==> src/rtl/led_pattern_gen.sv <==
// Multi-pattern LED driver: binary count, bouncing light, blink and PWM dim.
// The prescaler tick paces the patterns, and runtime config is applied only on tick edges.
module led_pattern_gen #(
  parameter int NUM_LED  = 10,
  parameter int PRESCALE = 16,
  parameter int PWM_BITS = 4
) (
  input  logic                clk,
  input  logic                reset,
  input  logic                cfg_valid,
  output logic                cfg_ready,
  input  logic [1:0]          cfg_mode,
  input  logic [PWM_BITS-1:0] cfg_duty,
  input  logic                hold,
  output logic [1:0]          mode_o,
  output logic                tick_o,
  output logic [NUM_LED-1:0]  runled
);

  typedef enum logic [1:0] {
    MODE_COUNT  = 2'd0,
    MODE_BOUNCE = 2'd1,
    MODE_BLINK  = 2'd2,
    MODE_PWM    = 2'd3
  } mode_t;

  localparam int                 PS_W     = (PRESCALE > 1) ? $clog2(PRESCALE) : 1;
  localparam int                 IDX_W    = (NUM_LED > 1) ? $clog2(NUM_LED) : 1;
  localparam logic [PS_W-1:0]    PS_LAST  = PS_W'(PRESCALE - 1);
  localparam logic [IDX_W-1:0]   IDX_LAST = IDX_W'(NUM_LED - 1);
  localparam logic [NUM_LED-1:0] LED_ONE  = NUM_LED'(1);

  logic [PS_W-1:0]     presc;
  logic [PS_W-1:0]     presc_nxt;
  logic [PWM_BITS-1:0] pwm_cnt;
  mode_t               mode;
  mode_t               pend_mode;
  mode_t               new_mode;
  logic [PWM_BITS-1:0] duty;
  logic [PWM_BITS-1:0] pend_duty;
  logic [PWM_BITS-1:0] new_duty;
  logic [PWM_BITS-1:0] eff_duty;
  logic [NUM_LED-1:0]  count;
  logic [NUM_LED-1:0]  count_nxt;
  logic [IDX_W-1:0]    idx;
  logic [IDX_W-1:0]    idx_nxt;
  logic                dir_up;
  logic                dir_nxt;
  logic                blink_on;
  logic                accept;
  logic                apply;
  logic                pwm_on;

  // tick_o is registered from the next prescaler value, so it is high exactly while presc == PRESCALE-1
  assign presc_nxt = (presc == PS_LAST) ? '0 : presc + 1'b1;

  always_ff @(posedge clk or negedge reset) begin
    if (!reset) begin
      presc   <= '0;
      tick_o  <= 1'b0;
      pwm_cnt <= '0;
    end else begin
      presc   <= presc_nxt;
      tick_o  <= (presc_nxt == PS_LAST);
      pwm_cnt <= pwm_cnt + 1'b1;
    end
  end

  // A config accepted on a tick edge bypasses the pending registers
  assign accept    = cfg_valid && cfg_ready;
  assign apply     = tick_o && (accept || !cfg_ready);
  assign new_mode  = cfg_ready ? mode_t'(cfg_mode) : pend_mode;
  assign new_duty  = cfg_ready ? cfg_duty : pend_duty;
  assign eff_duty  = apply ? new_duty : duty;
  assign pwm_on    = (pwm_cnt < eff_duty);
  assign count_nxt = count + 1'b1;
  assign mode_o    = mode;

  always_comb begin
    idx_nxt = idx;
    dir_nxt = dir_up;
    if (NUM_LED > 1) begin
      if (dir_up) begin
        if (idx == IDX_LAST) begin
          idx_nxt = idx - 1'b1;
          dir_nxt = 1'b0;
        end else begin
          idx_nxt = idx + 1'b1;
        end
      end else begin
        if (idx == '0) begin
          idx_nxt = idx + 1'b1;
          dir_nxt = 1'b1;
        end else begin
          idx_nxt = idx - 1'b1;
        end
      end
    end
  end

  always_ff @(posedge clk or negedge reset) begin
    if (!reset) begin
      cfg_ready <= 1'b1;
      pend_mode <= MODE_COUNT;
      pend_duty <= '0;
      mode      <= MODE_COUNT;
      duty      <= '0;
      count     <= '0;
      idx       <= '0;
      dir_up    <= 1'b1;
      blink_on  <= 1'b1;
      runled    <= '0;
    end else begin
      if (tick_o) begin
        cfg_ready <= 1'b1;
      end else if (accept) begin
        pend_mode <= mode_t'(cfg_mode);
        pend_duty <= cfg_duty;
        cfg_ready <= 1'b0;
      end

      if (apply) begin
        mode     <= new_mode;
        duty     <= new_duty;
        count    <= '0;
        idx      <= '0;
        dir_up   <= 1'b1;
        blink_on <= 1'b1;
        case (new_mode)
          MODE_COUNT:  runled <= '0;
          MODE_BOUNCE: runled <= LED_ONE;
          MODE_BLINK:  runled <= '1;
          default:     runled <= {NUM_LED{pwm_on}};
        endcase
      end else if (mode == MODE_PWM) begin
        runled <= {NUM_LED{pwm_on}};
      end else if (tick_o && !hold) begin
        case (mode)
          MODE_COUNT: begin
            count  <= count_nxt;
            runled <= count_nxt;
          end
          MODE_BOUNCE: begin
            idx    <= idx_nxt;
            dir_up <= dir_nxt;
            runled <= LED_ONE << idx_nxt;
          end
          default: begin
            blink_on <= !blink_on;
            runled   <= blink_on ? '0 : '1;
          end
        endcase
      end
    end
  end

endmodule

==> config.mk <==
export PLATFORM = sky130hd
export DESIGN_NAME = led_pattern_gen
export DESIGN_NICKNAME = d
export VERILOG_FILES = /design/src/rtl/led_pattern_gen.sv
export SDC_FILE = /design/constraint.sdc
export NUM_CORES = 1
export LEC_CHECK = 0
export ABC_AREA = 1
export CAP_MARGIN = 20
export CORE_MARGIN = 4
export CORE_UTILIZATION = 32
export DETAILED_ROUTE_END_ITERATION = 8
export PLACE_DENSITY = 0.62
export SLEW_MARGIN = 20
export SYNTH_ARGS = -nofsm -noshare
export SYNTH_HDL_FRONTEND = slang
export SYNTH_SLANG_ARGS = --single-unit
==> constraint.sdc <==
create_clock -name clk -period 2 [get_ports clk]
set_input_delay 0.4 -clock clk [delete_from_list [all_inputs] [get_ports clk]]
set_output_delay 0.4 -clock clk [all_outputs]
set_load 0.02 [all_outputs]
==> impl_results.md <==
- Status: finished with violations
- Failing checks: setup timing
- Pre-antenna DRT Iters: 4
- P&R area growth vs syn: 29.47%
- Synthesized area per cell: 7.375 µm²
- Crit. End Element: flip-flop
- Final ANT Viol Nets: 0
- Final period util: 106.8%
- Post-synth top area cell: dfrtp_1
- Share of layout cells above drive strength 1: 21.18%
- Area of the mapped netlist: 2861 µm²
- Crit path launch: cfg_ready$_DFFE_PN1P_
- Clk pwr share: 24.8%
- Post-synthesis sequential area ratio: 42.11%
- Gr ovfl total: 0
- Final WS setup: -0.1359 ns
- Syn nets: 410
- Crit path required time: 2.17 ns
- Slew Viols, Final: 0
- CP arrival: 2.31 ns
- Via count: 2611
- Placed Instances: 529
- Hpwl dp: 4910 µm
- Internal power: 1.656 mW
- P_sw: 742.7 µW
- Initial antenna violation count: 0
- Total wire length: 6625 µm
- Worst r2r src: cfg_ready$_DFFE_PN1P_
- Die ar.: 10520 µm²
- Power share of the combinational group: 28.4%
- Core area: 8721 µm²
- Gate Count Post-Synth: 388
- Static leakage: 1.852 nW
- Final min period: 2.136 ns
- CTS Buffer Depth: 2
- Largest net degree at the start of global routing: 30
- Hold_buf cts: 0
- Sw Ratio: 30.97%
- CTS buffer count: 5
- Clock Skew: 0.007029 ns
- Root Driver: clkbuf_8
- Synth Register Bits: 48
- CTS clk-pin slew, worst paths: 0.09 ns
- First-pass GRT wire length: 11770 µm
- Vias per std cell: 4.773
- Die Ht: 102.6 µm
- Final Setup Violations: 10
- Vias in the first global route: 2698
- Worst VDD drop: 314.6 µV
- Synth Warn #: 0
- Tot GR Track Use: 13.94%
- DIE WIDTH: 102.6 µm
- Top cell type's share of synthesized area: 39.35%
- Clk_lat worst skew: 0.30 ns
- PortBufs: 23
- Routability Congestion: 0.8361
- Kind of critical path: flip-flop to flip-flop
- Remaining DRCs: 0
- Crit start category: flip-flop
- Row count: 34
- Final Hold Vio Count: 0
- Max Cap Viol: 0
- Cell Pwr Density: 647.3 nW/µm²
- Fin cells: 547
- Netlist cell types: 33
- Critical path peak fanout: 5
- F_max: 0.4682 GHz
- IO Count: 24
- Reg power frac: 46.8%
- Tot Pwr: 2.398 mW
- Initial Util: 32.81%
- Largest cells by area after synthesis: dfrtp_1 39%, nand2_1 15%, inv_1 7.2%, nand3_1 6.1%, ha_1 5.2%
- Clk sink count: 48
- Tightest Hold Check Type: primary input to async pin
- CTS H-tree lvls: 2
- RSZ-0062 raised after global routing: true
- Worst slew pin tran: 0.4647 ns
- Nets: 460
- DR iter-0 viols: 119
- WL/cell: 12.11 µm
- Rel. slew slack: 69.02%
- Antenna Cells: 0
- CTS tree: done
==> critical path, cell delays in order, from the launching register on <==
cell	delay (ns)
dfstp_2	0.60
buf_12	0.12
buf_4	0.10
nand2_2	0.04
o21ai_2	0.07
o21ai_2	0.08
ha_1	0.28
nand2_2	0.05
inv_2	0.06
nand2_4	0.07
nand3_4	0.10
nand2_4	0.07
a21oi_4	0.26
a21oi_1	0.10
==> per-stage QoR <==
step | hold slack, ns | setup WS, ns | setup TNS (ns) | util [%] | area [µm²]
after floorplan | 0.1044 | -0.1147 | -0.9693 | - | 2907
after global placement | 0.3734 | -0.5256 | -5.102 | 38.52 | 3359
after detailed placement | 0.3754 | -0.6224 | -6.012 | 38.52 | 3359
after CTS | 0.03854 | -0.06314 | -0.4245 | 41.82 | 3647
after global routing | 0.07110 | -0.2225 | -1.974 | 42.48 | 3705
final | 0.03971 | -0.1359 | -1.065 | 42.48 | 3705
==> path summary, 6_finish.rpt <==
kind / to / depth (start not counted) / slack, ns
setup / recovery: runled[6]$_DFFE_PN0P_ / 13 / -0.14
hold / removal: pend_duty[3]$_DFFE_PN0P_ / 1 / 0.04
setup reg to reg: runled[6]$_DFFE_PN0P_ / 13 / -0.14
hold reg to reg: pwm_cnt[0]$_DFF_PN0_ / 1 / 0.48
max in group asynchronous: blink_on$_DFFE_PN1P_ / 2 / 1.38
min in group clk: pwm_cnt[0]$_DFF_PN0_ / 1 / 0.48
==> synth_stat cells (all sizes together) <==
cell / number
o31ai: 1
a31oi: 2
nor2: 32
o22ai: 5
dfrtp: 45
mux2: 1
clkinv: 1
and3: 1
o21ai: 25
buf: 4
inv: 58
xnor2: 3
or2: 3
nand2: 118
nand3: 38
ha: 12
clkbuf: 3
dfstp: 3
a21oi: 21
and2: 1
xor2: 3
nor3: 3
nand4: 5
==> what timing repair did <==
action | in CTS | in global routing
gates cloned | 2 | 0
pin swaps | 26 | 6
gates resized for setup | 32 | 18
buffers inserted | 8 | 0
endpoints found under the setup margin | 11 | 11
==> per-layer routing <==
| metal | track usage [%] | up-vias | part of all wire, % | routed length [µm] |
|---|---|---|---|---|
| met2 | 24.63 | 39 | 50 | 3287 |
| li1 | - | 1343 | - | - |
| met5 | 0 | - | 0 | 0 |
| met4 | 4.945 | 0 | 2.4 | 159 |
| met1 | 16.94 | 1216 | 45 | 2961 |
| met3 | 2.571 | 13 | 3.3 | 216 |
==> flip-flops by register name (all words and copies together), names as in the netlist <==
name / count
count: 10
pend_duty: 4
runled: 10
presc: 4
cfg_ready: 1
duty: 4
pend_mode: 2
mode_o: 2
pwm_cnt: 4
blink_on: 1
tick_o: 1
dir_up: 1
idx: 4
==> final cells by class <==
type | instances | area [µm²]
Clock buffer | 8 | 90.09
Inverter | 59 | 221.5
Fill cell | 858 | 5016
Tap cell | 108 | 135.1
Multi-Input combinational cell | 276 | 1600
Sequential cell | 48 | 1206
Timing Repair Buffer | 48 | 451.7
==> cells in the final DEF (no fill, tap or decap), drive strengths merged <==
cell,instances
dfrtp,45
xor2,3
and3,1
nand3,39
ha,12
and2,1
nor3,3
a21oi,22
o22ai,5
inv,58
clkdlybuf4s15,1
buf,26
nor2,32
o31ai,1
clkdlybuf4s50,20
dlygate4sd2,1
a31oi,2
dfstp,3
o21ai,25
xnor2,3
mux2,1
clkbuf,8
clkinv,1
nand4,5
or2,3
nand2,118
==> kinds of logic (layout without fill, tap and decap cells) <==
group                    after synthesis  count (layout)  share of synthesized area [%]
AND/OR/NAND/NOR                      201             202                          30.87
buffers and inverters                 66             115                          9.051
AO/OA/AOI/OAI                         54              55                          10.49
flip-flops                            48              48                          42.11
adder cells (fa/ha/maj)               12              12                          5.247
XOR/XNOR                               6               6                          1.837
multiplexers                           1               1                         0.3935
==> power by group through the flow <==
stage | logic [mW] | registers (mW) | clock network (mW)
after floorplan | 0.243 | 1.22 | 0
after global routing | 0.750 | 1.14 | 0.653
after global placement | 0.575 | 1.14 | 0
final | 0.681 | 1.12 | 0.594
after detailed placement | 0.582 | 1.14 | 0
after CTS | 0.653 | 1.12 | 0.622
(Power assumes the default switching activity.)
